$ cat config.mk
export PLATFORM = sky130hd
export DESIGN_NAME = seg_display_mux
export DESIGN_NICKNAME = d
export VERILOG_FILES = /design/src/rtl/seg_display_mux.sv
export SDC_FILE = /design/constraint.sdc
export NUM_CORES = 1
export LEC_CHECK = 0
export BUFFER_PORTS_ARGS = -buffer_cell sky130_fd_sc_hd__buf_2
export CAP_MARGIN = 30
export CORE_UTILIZATION = 45
export CTS_BUF_LIST = sky130_fd_sc_hd__clkbuf_2
export DETAILED_ROUTE_END_ITERATION = 6
export SKIP_LAST_GASP = 1
export SLEW_MARGIN = 15
export SYNTH_ARGS = -nofsm -noshare
export SYNTH_HDL_FRONTEND = slang
export SYNTH_SLANG_ARGS = --single-unit
$ cat constraint.sdc
create_clock -name clk -period 3.1 [get_ports clk]
set_clock_uncertainty 0.15 [all_clocks]
set_input_delay 0.465 -clock clk [delete_from_list [all_inputs] [get_ports clk]]
set_output_delay 0.465 -clock clk [all_outputs]
set_load 0.005 [all_outputs]
$ cat src/rtl/seg_display_mux.sv
// Multiplexed 7-segment scan driver.
// Scans NUM_DIGITS digits one slot at a time. Each slot starts with a dark guard
// window and then applies PWM brightness. New data is captured into a shadow
// buffer on load and copied into the active buffer only at frame boundaries,
// so the displayed frame never tears.
module seg_display_mux #(
   parameter int NUM_DIGITS   = 6,
   parameter int SLOT_CYCLES  = 8333,
   parameter int GUARD_CYCLES = 64,
   parameter bit ACTIVE_LOW   = 1'b1
) (
   input  logic                    clk,
   input  logic                    reset,
   input  logic [4*NUM_DIGITS-1:0] digits,
   input  logic [NUM_DIGITS-1:0]   dp_mask,
   input  logic [NUM_DIGITS-1:0]   blank_mask,
   input  logic [3:0]              brightness,
   input  logic                    load,
   output logic [7:0]              seg,
   output logic [NUM_DIGITS-1:0]   sel,
   output logic                    frame_done
);

   localparam int SLOT_W = $clog2(SLOT_CYCLES);
   localparam int IDX_W  = (NUM_DIGITS > 1) ? $clog2(NUM_DIGITS) : 1;

   localparam logic [SLOT_W-1:0] SLOT_LAST = SLOT_W'(SLOT_CYCLES - 1);
   localparam logic [SLOT_W-1:0] GUARD_END = SLOT_W'(GUARD_CYCLES);
   localparam logic [IDX_W-1:0]  IDX_LAST  = IDX_W'(NUM_DIGITS - 1);

   localparam logic [7:0]            SEG_OFF = {8{ACTIVE_LOW}};
   localparam logic [NUM_DIGITS-1:0] SEL_OFF = {NUM_DIGITS{ACTIVE_LOW}};

   logic [SLOT_W-1:0] slot_cnt;
   logic [IDX_W-1:0]  idx;
   logic [3:0]        pwm;

   logic [4*NUM_DIGITS-1:0] shd_digits, act_digits;
   logic [NUM_DIGITS-1:0]   shd_dp, act_dp;
   logic [NUM_DIGITS-1:0]   shd_blank, act_blank;
   logic [3:0]              shd_bright, act_bright;

   logic                  slot_wrap;
   logic                  frame_wrap;
   logic                  lit;
   logic [3:0]            cur_digit;
   logic [7:0]            seg_hi;
   logic [NUM_DIGITS-1:0] sel_hi;

   // Hex digit to segment pattern, active-high, bit0 = a .. bit6 = g.
   function automatic logic [6:0] decode(input logic [3:0] v);
      logic [6:0] s;
      case (v)
         4'h0: s = 7'h3F;
         4'h1: s = 7'h06;
         4'h2: s = 7'h5B;
         4'h3: s = 7'h4F;
         4'h4: s = 7'h66;
         4'h5: s = 7'h6D;
         4'h6: s = 7'h7D;
         4'h7: s = 7'h07;
         4'h8: s = 7'h7F;
         4'h9: s = 7'h6F;
         4'hA: s = 7'h77;
         4'hB: s = 7'h7C;
         4'hC: s = 7'h39;
         4'hD: s = 7'h5E;
         4'hE: s = 7'h79;
         default: s = 7'h71;
      endcase
      return s;
   endfunction

   // Decide what the current counter state should show; result lands one clock later.
   always_comb begin
      slot_wrap  = (slot_cnt == SLOT_LAST);
      frame_wrap = slot_wrap && (idx == IDX_LAST);
      cur_digit  = act_digits[4*int'(idx) +: 4];
      lit        = (slot_cnt >= GUARD_END) && !act_blank[idx] &&
                   ((act_bright == 4'hF) || (pwm < act_bright));
      seg_hi     = 8'h00;
      sel_hi     = '0;
      if (lit) begin
         seg_hi = {act_dp[idx], decode(cur_digit)};
         sel_hi = NUM_DIGITS'(1) << idx;
      end
   end

   // Slot counter, digit index and PWM phase; PWM restarts at each slot start.
   always_ff @(posedge clk) begin
      if (reset) begin
         slot_cnt <= '0;
         idx      <= '0;
         pwm      <= 4'd0;
      end else begin
         if (slot_wrap) begin
            slot_cnt <= '0;
            pwm      <= 4'd0;
            idx      <= (idx == IDX_LAST) ? '0 : idx + IDX_W'(1);
         end else begin
            slot_cnt <= slot_cnt + SLOT_W'(1);
            pwm      <= pwm + 4'd1;
         end
      end
   end

   // Shadow buffer: the most recent load within a frame wins.
   always_ff @(posedge clk) begin
      if (reset) begin
         shd_digits <= '0;
         shd_dp     <= '0;
         shd_blank  <= '1;
         shd_bright <= 4'd0;
      end else if (load) begin
         shd_digits <= digits;
         shd_dp     <= dp_mask;
         shd_blank  <= blank_mask;
         shd_bright <= brightness;
      end
   end

   // Active buffer updates only at the frame boundary; a load on that very cycle bypasses the shadow.
   always_ff @(posedge clk) begin
      if (reset) begin
         act_digits <= '0;
         act_dp     <= '0;
         act_blank  <= '1;
         act_bright <= 4'd0;
      end else if (frame_wrap) begin
         act_digits <= load ? digits     : shd_digits;
         act_dp     <= load ? dp_mask    : shd_dp;
         act_blank  <= load ? blank_mask : shd_blank;
         act_bright <= load ? brightness : shd_bright;
      end
   end

   // Registered outputs so seg and sel always switch on the same edge.
   always_ff @(posedge clk) begin
      if (reset) begin
         seg        <= SEG_OFF;
         sel        <= SEL_OFF;
         frame_done <= 1'b0;
      end else begin
         seg        <= ACTIVE_LOW ? ~seg_hi : seg_hi;
         sel        <= ACTIVE_LOW ? ~sel_hi : sel_hi;
         frame_done <= frame_wrap;
      end
   end

endmodule
==> flow_metrics.env, run 1 <==
export IMPL_cp_cell_sequence="nor2b_1, nand2_1, and2_1, ha_1, mux2i_1, mux2_2, o211ai_1"
export IMPL_hpwl_um=6470
export IMPL_grtUsageTotal_pct=18.7
export IMPL_ant_nets=0
export IMPL_grt_pass1_wl_um=16600
export IMPL_synth_top_area_share_pct=47.0
export IMPL_drive_gt1_share_pct=24.4
export IMPL_grt_max_degree=85
export IMPL_mostFrequentLayoutCells="dfxtp_1, nor2_1, buf_2, mux2i_1, dlygate4sd3_1"
export IMPL_slew_viol_final=0
export IMPL_period_needed_ns=2.60
export IMPL_clk_pin_slew_ns=0.18
export IMPL_final_common_cell="dfxtp_1"
export IMPL_slew_headroom_pct=54.2
export IMPL_ir_drop_mv=0.533
export IMPL_critPathMaxStageDelay_ns=0.61
export IMPL_cp_slowest_cell="nor2b_1"
export IMPL_setup_worst_path_start_class="flop"
export IMPL_die_h_um=107
export IMPL_worst_slew_pin_slew_ns=0.685
export IMPL_final_util_pct=57.0
export IMPL_setup_violations=0
export IMPL_power_density_mw_per_mm2=466
export IMPL_die_w_um=107
export IMPL_io_buffers=57
export IMPL_finalWirelength_um=9710
export IMPL_fin_total_pwr_mw=2.78
export IMPL_grt_antenna_before_repair=0
export IMPL_drcViolationCount=0
export IMPL_ys_ff_latch=116
export IMPL_finalHoldWorstSlack_ns=0.145
export IMPL_clk_latency_ns=0.68
export IMPL_avgSynthCellArea_um2=10.2
export IMPL_grt_overflow_total=0
export IMPL_antenna_cells=0
export IMPL_grt_pass1_vias=3473
export IMPL_cts_sinks=116
export IMPL_post_cts_buffers=0
export IMPL_ys_top_cells_by_area="dfxtp_1, mux2i_1, a211oi_2"
export IMPL_synth_area_leader_cell="dfxtp_1"
export IMPL_dieArea_mm2=0.0114
export IMPL_ys_seq_area_share_pct=47.0
export IMPL_cp_end_kind="flop"
export IMPL_ys_flop_type="dfxtp_1"
export IMPL_ys_async_sr_fraction_pct=0
export IMPL_syn_inst=486
export IMPL_design_area_mm2=0.00596
export IMPL_hold_viol_final=0
export IMPL_gp_congestion=0.870
export IMPL_synth_edf_count=0
export IMPL_rsz0062_at_grt="false"
export IMPL_hp_class="input pin to flop"
export IMPL_core_mm2=0.0105
export IMPL_path_class="flop to flop"
export IMPL_arrival_ns=3.06
export IMPL_cts_tree="built"
export IMPL_placed_area_mm2=0.00528
export IMPL_routed_via_density=5.06
export IMPL_synth_nets=542
export IMPL_numCtsBuffers=17
export IMPL_cts_root_buf="clkbuf_2"
export IMPL_nets=632
export IMPL_synth_warnings=0
export IMPL_cp_max_fo=10
export IMPL_ys_types=44
export IMPL_first_pass_iters=5
export IMPL_netlist_area_mm2=0.00494
export IMPL_rr_worst_depth=7
export IMPL_num_rows=37
export IMPL_fmax_ghz=0.384
export IMPL_htreeDepth=4
export IMPL_status="finished, final reports clean"
export IMPL_crit_required_ns=3.56
export IMPL_hold_depth=3
export IMPL_clock_path_buffers=2
export IMPL_min_period_over_period_pct=84.0
export IMPL_wl_per_cell_um=13.4
export IMPL_vias=3669
export IMPL_timing_setup_tns_ns=0
export IMPL_maxCapViolCount=0
export IMPL_ioPinCount=58
export IMPL_areaGrowthSynthToFinish_pct=20.8
export IMPL_p_leak_nw=2.32
export IMPL_drtIter0Drc=152
export IMPL_start_util_pct=47.2
## per-stage QoR
stage / std cells / setup slack, ns
after floorplan: 486 / 0.677
after global placement: 652 / 0.661
after detailed placement: 652 / 0.580
after CTS: 724 / 0.535
after global routing: 725 / 0.327
final: 725 / 0.496
## final timing paths
| check | start | end | slack [ns] |
|---|---|---|---|
| worst min register to register | act_blank[1] | act_blank[1] | 0.33 |
| worst max register to register | idx[2] | seg[1] | 0.50 |
| worst min-delay path | reset | shd_bright[3] | 0.15 |
| worst max-delay path | idx[2] | seg[1] | 0.50 |
## where the power goes
| part | switching [mW] | leakage [nW] | internal [mW] |
|---|---|---|---|
| registers | 0.0150 | 0.945 | 1.53 |
| logic | 0.0983 | 1.23 | 0.104 |
| clock network | 0.579 | 0.144 | 0.452 |
## registers in the layout, summed over array words and instances (netlist names)
register    cells
shd_blank       6
act_bright      4
seg             8
slot_cnt       14
shd_bright      4
pwm             4
shd_dp          6
frame_done      1
idx             3
shd_digits     24
act_digits     24
act_blank       6
sel             6
act_dp          6
## Yosys cell counts (2+ instances only)
| master | n |
|---|---|
| nand2b_1 | 9 |
| inv_1 | 14 |
| xnor2_1 | 7 |
| buf_1 | 5 |
| dfxtp_1 | 116 |
| and2_1 | 3 |
| mux2i_1 | 46 |
| a221oi_1 | 2 |
| o221ai_1 | 2 |
| buf_4 | 2 |
| nand4_1 | 7 |
| a211oi_1 | 2 |
| buf_6 | 6 |
| nor2b_1 | 4 |
| o21ai_0 | 4 |
| xor2_1 | 10 |
| mux2_2 | 6 |
| clkbuf_1 | 13 |
| o22ai_1 | 2 |
| a21oi_1 | 4 |
| buf_2 | 7 |
| ha_1 | 13 |
| nor2_1 | 101 |
| nand2_1 | 21 |
| and3_1 | 2 |
| nor3_1 | 3 |
| o211ai_1 | 3 |
| a211oi_2 | 34 |
| mux4_2 | 5 |
| a211o_1 | 7 |
| nand3_1 | 13 |
## what timing repair did
action | in CTS | in global routing
gates resized for setup | 0 | 0
endpoints found under the setup margin | 0 | 0
hold buffers | 40 | 0
endpoints found under the hold margin | 58 | 0
## layout make-up
cell class | instances | area (um^2)
Clock buffer | 19 | 95.1
Multi-Input combinational cell | 323 | 2380
Inverter | 14 | 52.6
Fill cell | 955 | 4500
Sequential cell | 116 | 2320
Clock inverter | 13 | 160
Timing Repair Buffer | 104 | 786
Tap cell | 136 | 170
## metal layers
| layer | up-vias | wire length, um | GRT usage, % |
|---|---|---|---|
| li1 | 1864 | - | - |
| met1 | 1724 | 4810 | 24.6 |
| met2 | 64 | 4440 | 29.3 |
| met3 | 17 | 336 | 5.59 |
| met4 | 0 | 129 | 6.46 |
| met5 | - | 0 | 0 |
## cells by family after synthesis
| family | share of synthesized area, % |
|---|---|
| fa+ha+maj | 3.29 |
| simple gates | 15.1 |
| compound gates | 13.7 |
| buf+inv | 4.81 |
| mux | 13.0 |
| flops | 47.0 |
| xor+xnor | 3.02 |
## worst max-delay path, delay by kind of cell (launching register included)
kind	cells	cell delay, ns
and+or+nand+nor	3	1.05
adders and majority gates	1	0.34
AOI/OAI and AO/OA	1	0.14
DFF	1	0.51
muxes	2	0.35
Note: power is estimated with default switching activity, not from simulation.
==> run 2: changes to the inputs <==
Settings changed: ABC_AREA from default to 1.
Clock period 3.1 ns to 2.5 ns, I/O delays scaled along.
==> flow_metrics.env, run 2 <==
export IMPL_status="finished, final reports clean"
export IMPL_clock_path_buffers=2
export IMPL_synth_nets=723
export IMPL_clk_pin_slew_ns=0.17
export IMPL_nets=818
export IMPL_synth_warnings=0
export IMPL_hold_viol_final=0
export IMPL_num_rows=38
export IMPL_finalWirelength_um=11500
export IMPL_drcViolationCount=0
export IMPL_grt_pass1_vias=4370
export IMPL_drtIter0Drc=240
export IMPL_wl_per_cell_um=12.7
export IMPL_fmax_ghz=0.455
export IMPL_clk_latency_ns=0.63
export IMPL_synth_area_leader_cell="dfxtp_1"
export IMPL_post_cts_buffers=0
export IMPL_routed_via_density=4.99
export IMPL_cp_end_kind="flop"
export IMPL_numCtsBuffers=17
export IMPL_ys_seq_area_share_pct=45.3
export IMPL_netlist_area_mm2=0.00513
export IMPL_hpwl_um=8000
export IMPL_io_buffers=57
export IMPL_hp_class="input pin to flop"
export IMPL_grtUsageTotal_pct=21.4
export IMPL_path_class="flop to flop"
export IMPL_yosysMostFrequentCell="nand2_1"
export IMPL_htreeDepth=4
export IMPL_die_h_um=109
export IMPL_period_needed_ns=2.20
export IMPL_core_mm2=0.0110
export IMPL_ys_top_cells_by_area="dfxtp_1, nand2_1, mux2i_1"
export IMPL_antenna_cells=0
export IMPL_top_regs="act_digits (24), shd_digits (24), slot_cnt (14)"
export IMPL_syn_inst=667
export IMPL_die_w_um=109
export IMPL_crit_path_frequent_cell="nand3_1"
export IMPL_final_util_pct=55.8
export IMPL_p_leak_nw=2.68
export IMPL_cts_tree="built"
export IMPL_ys_types=34
export IMPL_dieArea_mm2=0.0118
export IMPL_min_period_over_period_pct=87.8
export IMPL_ys_ff_latch=116
export IMPL_synth_edf_count=0
export IMPL_ir_drop_mv=0.404
export IMPL_arrival_ns=2.64
export IMPL_slew_viol_final=0
export IMPL_timing_setup_tns_ns=0
export IMPL_final_common_cell="nand2_1"
export IMPL_power_density_mw_per_mm2=533
export IMPL_start_util_pct=46.7
export IMPL_synth_top_area_share_pct=45.3
export IMPL_maxCapViolCount=0
export IMPL_critPathMaxStageDelay_ns=0.41
export IMPL_avgSynthCellArea_um2=7.69
export IMPL_grt_antenna_before_repair=0
export IMPL_setup_worst_path_start_class="flop"
export IMPL_rsz0062_at_grt="false"
export IMPL_grt_overflow_total=0
export IMPL_vias=4548
export IMPL_areaGrowthSynthToFinish_pct=19.5
export IMPL_grt_pass1_wl_um=19600
export IMPL_gp_congestion=0.850
export IMPL_worst_slew_pin_slew_ns=0.508
export IMPL_cts_sinks=116
export IMPL_crit_required_ns=2.94
export IMPL_ioPinCount=58
export IMPL_cp_cell_sequence="inv_1, nor2_1, nand2_1, nand2_1, a21oi_1, ha_1, inv_1, nand3_1, nand3_1, nand3_1"
export IMPL_first_pass_iters=5
export IMPL_hold_depth=4
export IMPL_mostFrequentLayoutCells="nand2_1, dfxtp_1, nor2_1, inv_1, buf_2"
export IMPL_ys_flop_type="dfxtp_1"
export IMPL_synth_top_cells_by_count="nand2_1, dfxtp_1, nor2_1"
export IMPL_cp_max_fo=13
export IMPL_rr_worst_depth=10
export IMPL_setup_violations=0
export IMPL_drive_gt1_share_pct=14.6
export IMPL_cp_slowest_cell="dfxtp_1"
export IMPL_ys_async_sr_fraction_pct=0
export IMPL_slew_headroom_pct=65.9
export IMPL_grt_max_degree=42
export IMPL_cts_root_buf="clkbuf_2"
export IMPL_ant_nets=0
-- run 2: changes by cell type in the layout (fill, tap and decap cells not counted), moves of 7 or more --
cell	previous run	this run
nand2_1	21	159
inv_1	14	64
a21oi_1	4	50
nor2_1	101	65
a211oi_2	34	0
nand3_1	13	46
nand4_1	7	38
mux2i_1	46	34
nand2b_1	9	0
buf_4	5	13
a211o_1	7	0
xor2_1	10	3
-- run 2: critical path: cells and delay by family, from the launching register on --
kind	cells	cell delay (ns)
buffers and inverters	2	0.44
adder cells (fa/ha/maj)	1	0.26
AO/OA/AOI/OAI	1	0.29
flip-flops	1	0.41
AND/OR/NAND/NOR	6	0.62
-- run 2: final cells by class --
cell class | instances | area [um^2]
fill | 1055 | 4860
multi-input combinational | 446 | 2360
sequential | 116 | 2320
timing repair buffer | 112 | 813
inverter | 69 | 259
tap | 140 | 175
clock buffer | 21 | 105
clock inverter | 8 | 87.6
-- run 2: per-stage QoR --
step                total power [mW]  instances  instance area [um^2]  hold slack, ns  setup slack (ns)
floorplan                       2.09        667                  5130           0.268             0.604
global placement                2.16        842                  5520           0.284             0.403
detailed placement              2.16        842                  5520           0.287             0.326
CTS                             3.30        911                  6120          0.0139             0.327
global route                    3.44        912                  6130          0.0639            0.0964
finish                          3.26        912                  6130           0.119             0.304
-- run 2: power breakdown --
part / internal, mW / switching, mW / leakage [nW]
Clock: 0.445 / 0.649 / 0.134
Combinational: 0.129 / 0.129 / 1.60
Sequential: 1.90 / 0.0165 / 0.945
-- run 2: what timing repair did --
| action | CTS | global route |
|---|---|---|
| hold buffers | 40 | 1 |
| gates resized for setup | 0 | 0 |
| hold endpoints to repair | 77 | 4 |
-- run 2: worst paths after layout --
path	slack (ns)	end	from
worst max register to register	0.30	seg[3]	idx[2]
worst min-delay path	0.12	shd_blank[4]	load
worst max-delay path	0.30	seg[3]	idx[2]
worst min register to register	0.30	act_digits[1]	act_digits[1]
-- run 2: layer usage --
| layer | wire (um) | part of all wire (%) | track usage (%) | vias to the layer above |
|---|---|---|---|---|
| li1 | - | - | - | 2361 |
| met1 | 5240 | 45 | 24.6 | 2082 |
| met2 | 5700 | 49 | 38.4 | 88 |
| met3 | 432 | 3.7 | 5.98 | 17 |
| met4 | 168 | 1.5 | 6.08 | 0 |
| met5 | 0 | 0 | 0 | - |
-- run 2: kinds of logic (layout without fill, tap and decap cells) --
group	count (synthesis)	in the layout	synth area share, %
and+or+nand+nor	326	326	28.5
DFF	116	116	45.3
buffers and inverters	105	210	8.59
AOI/OAI and AO/OA	68	68	6.91
muxes	34	34	6.64
adders and majority gates	13	13	3.17
xor gates and xnor gates	5	5	0.854
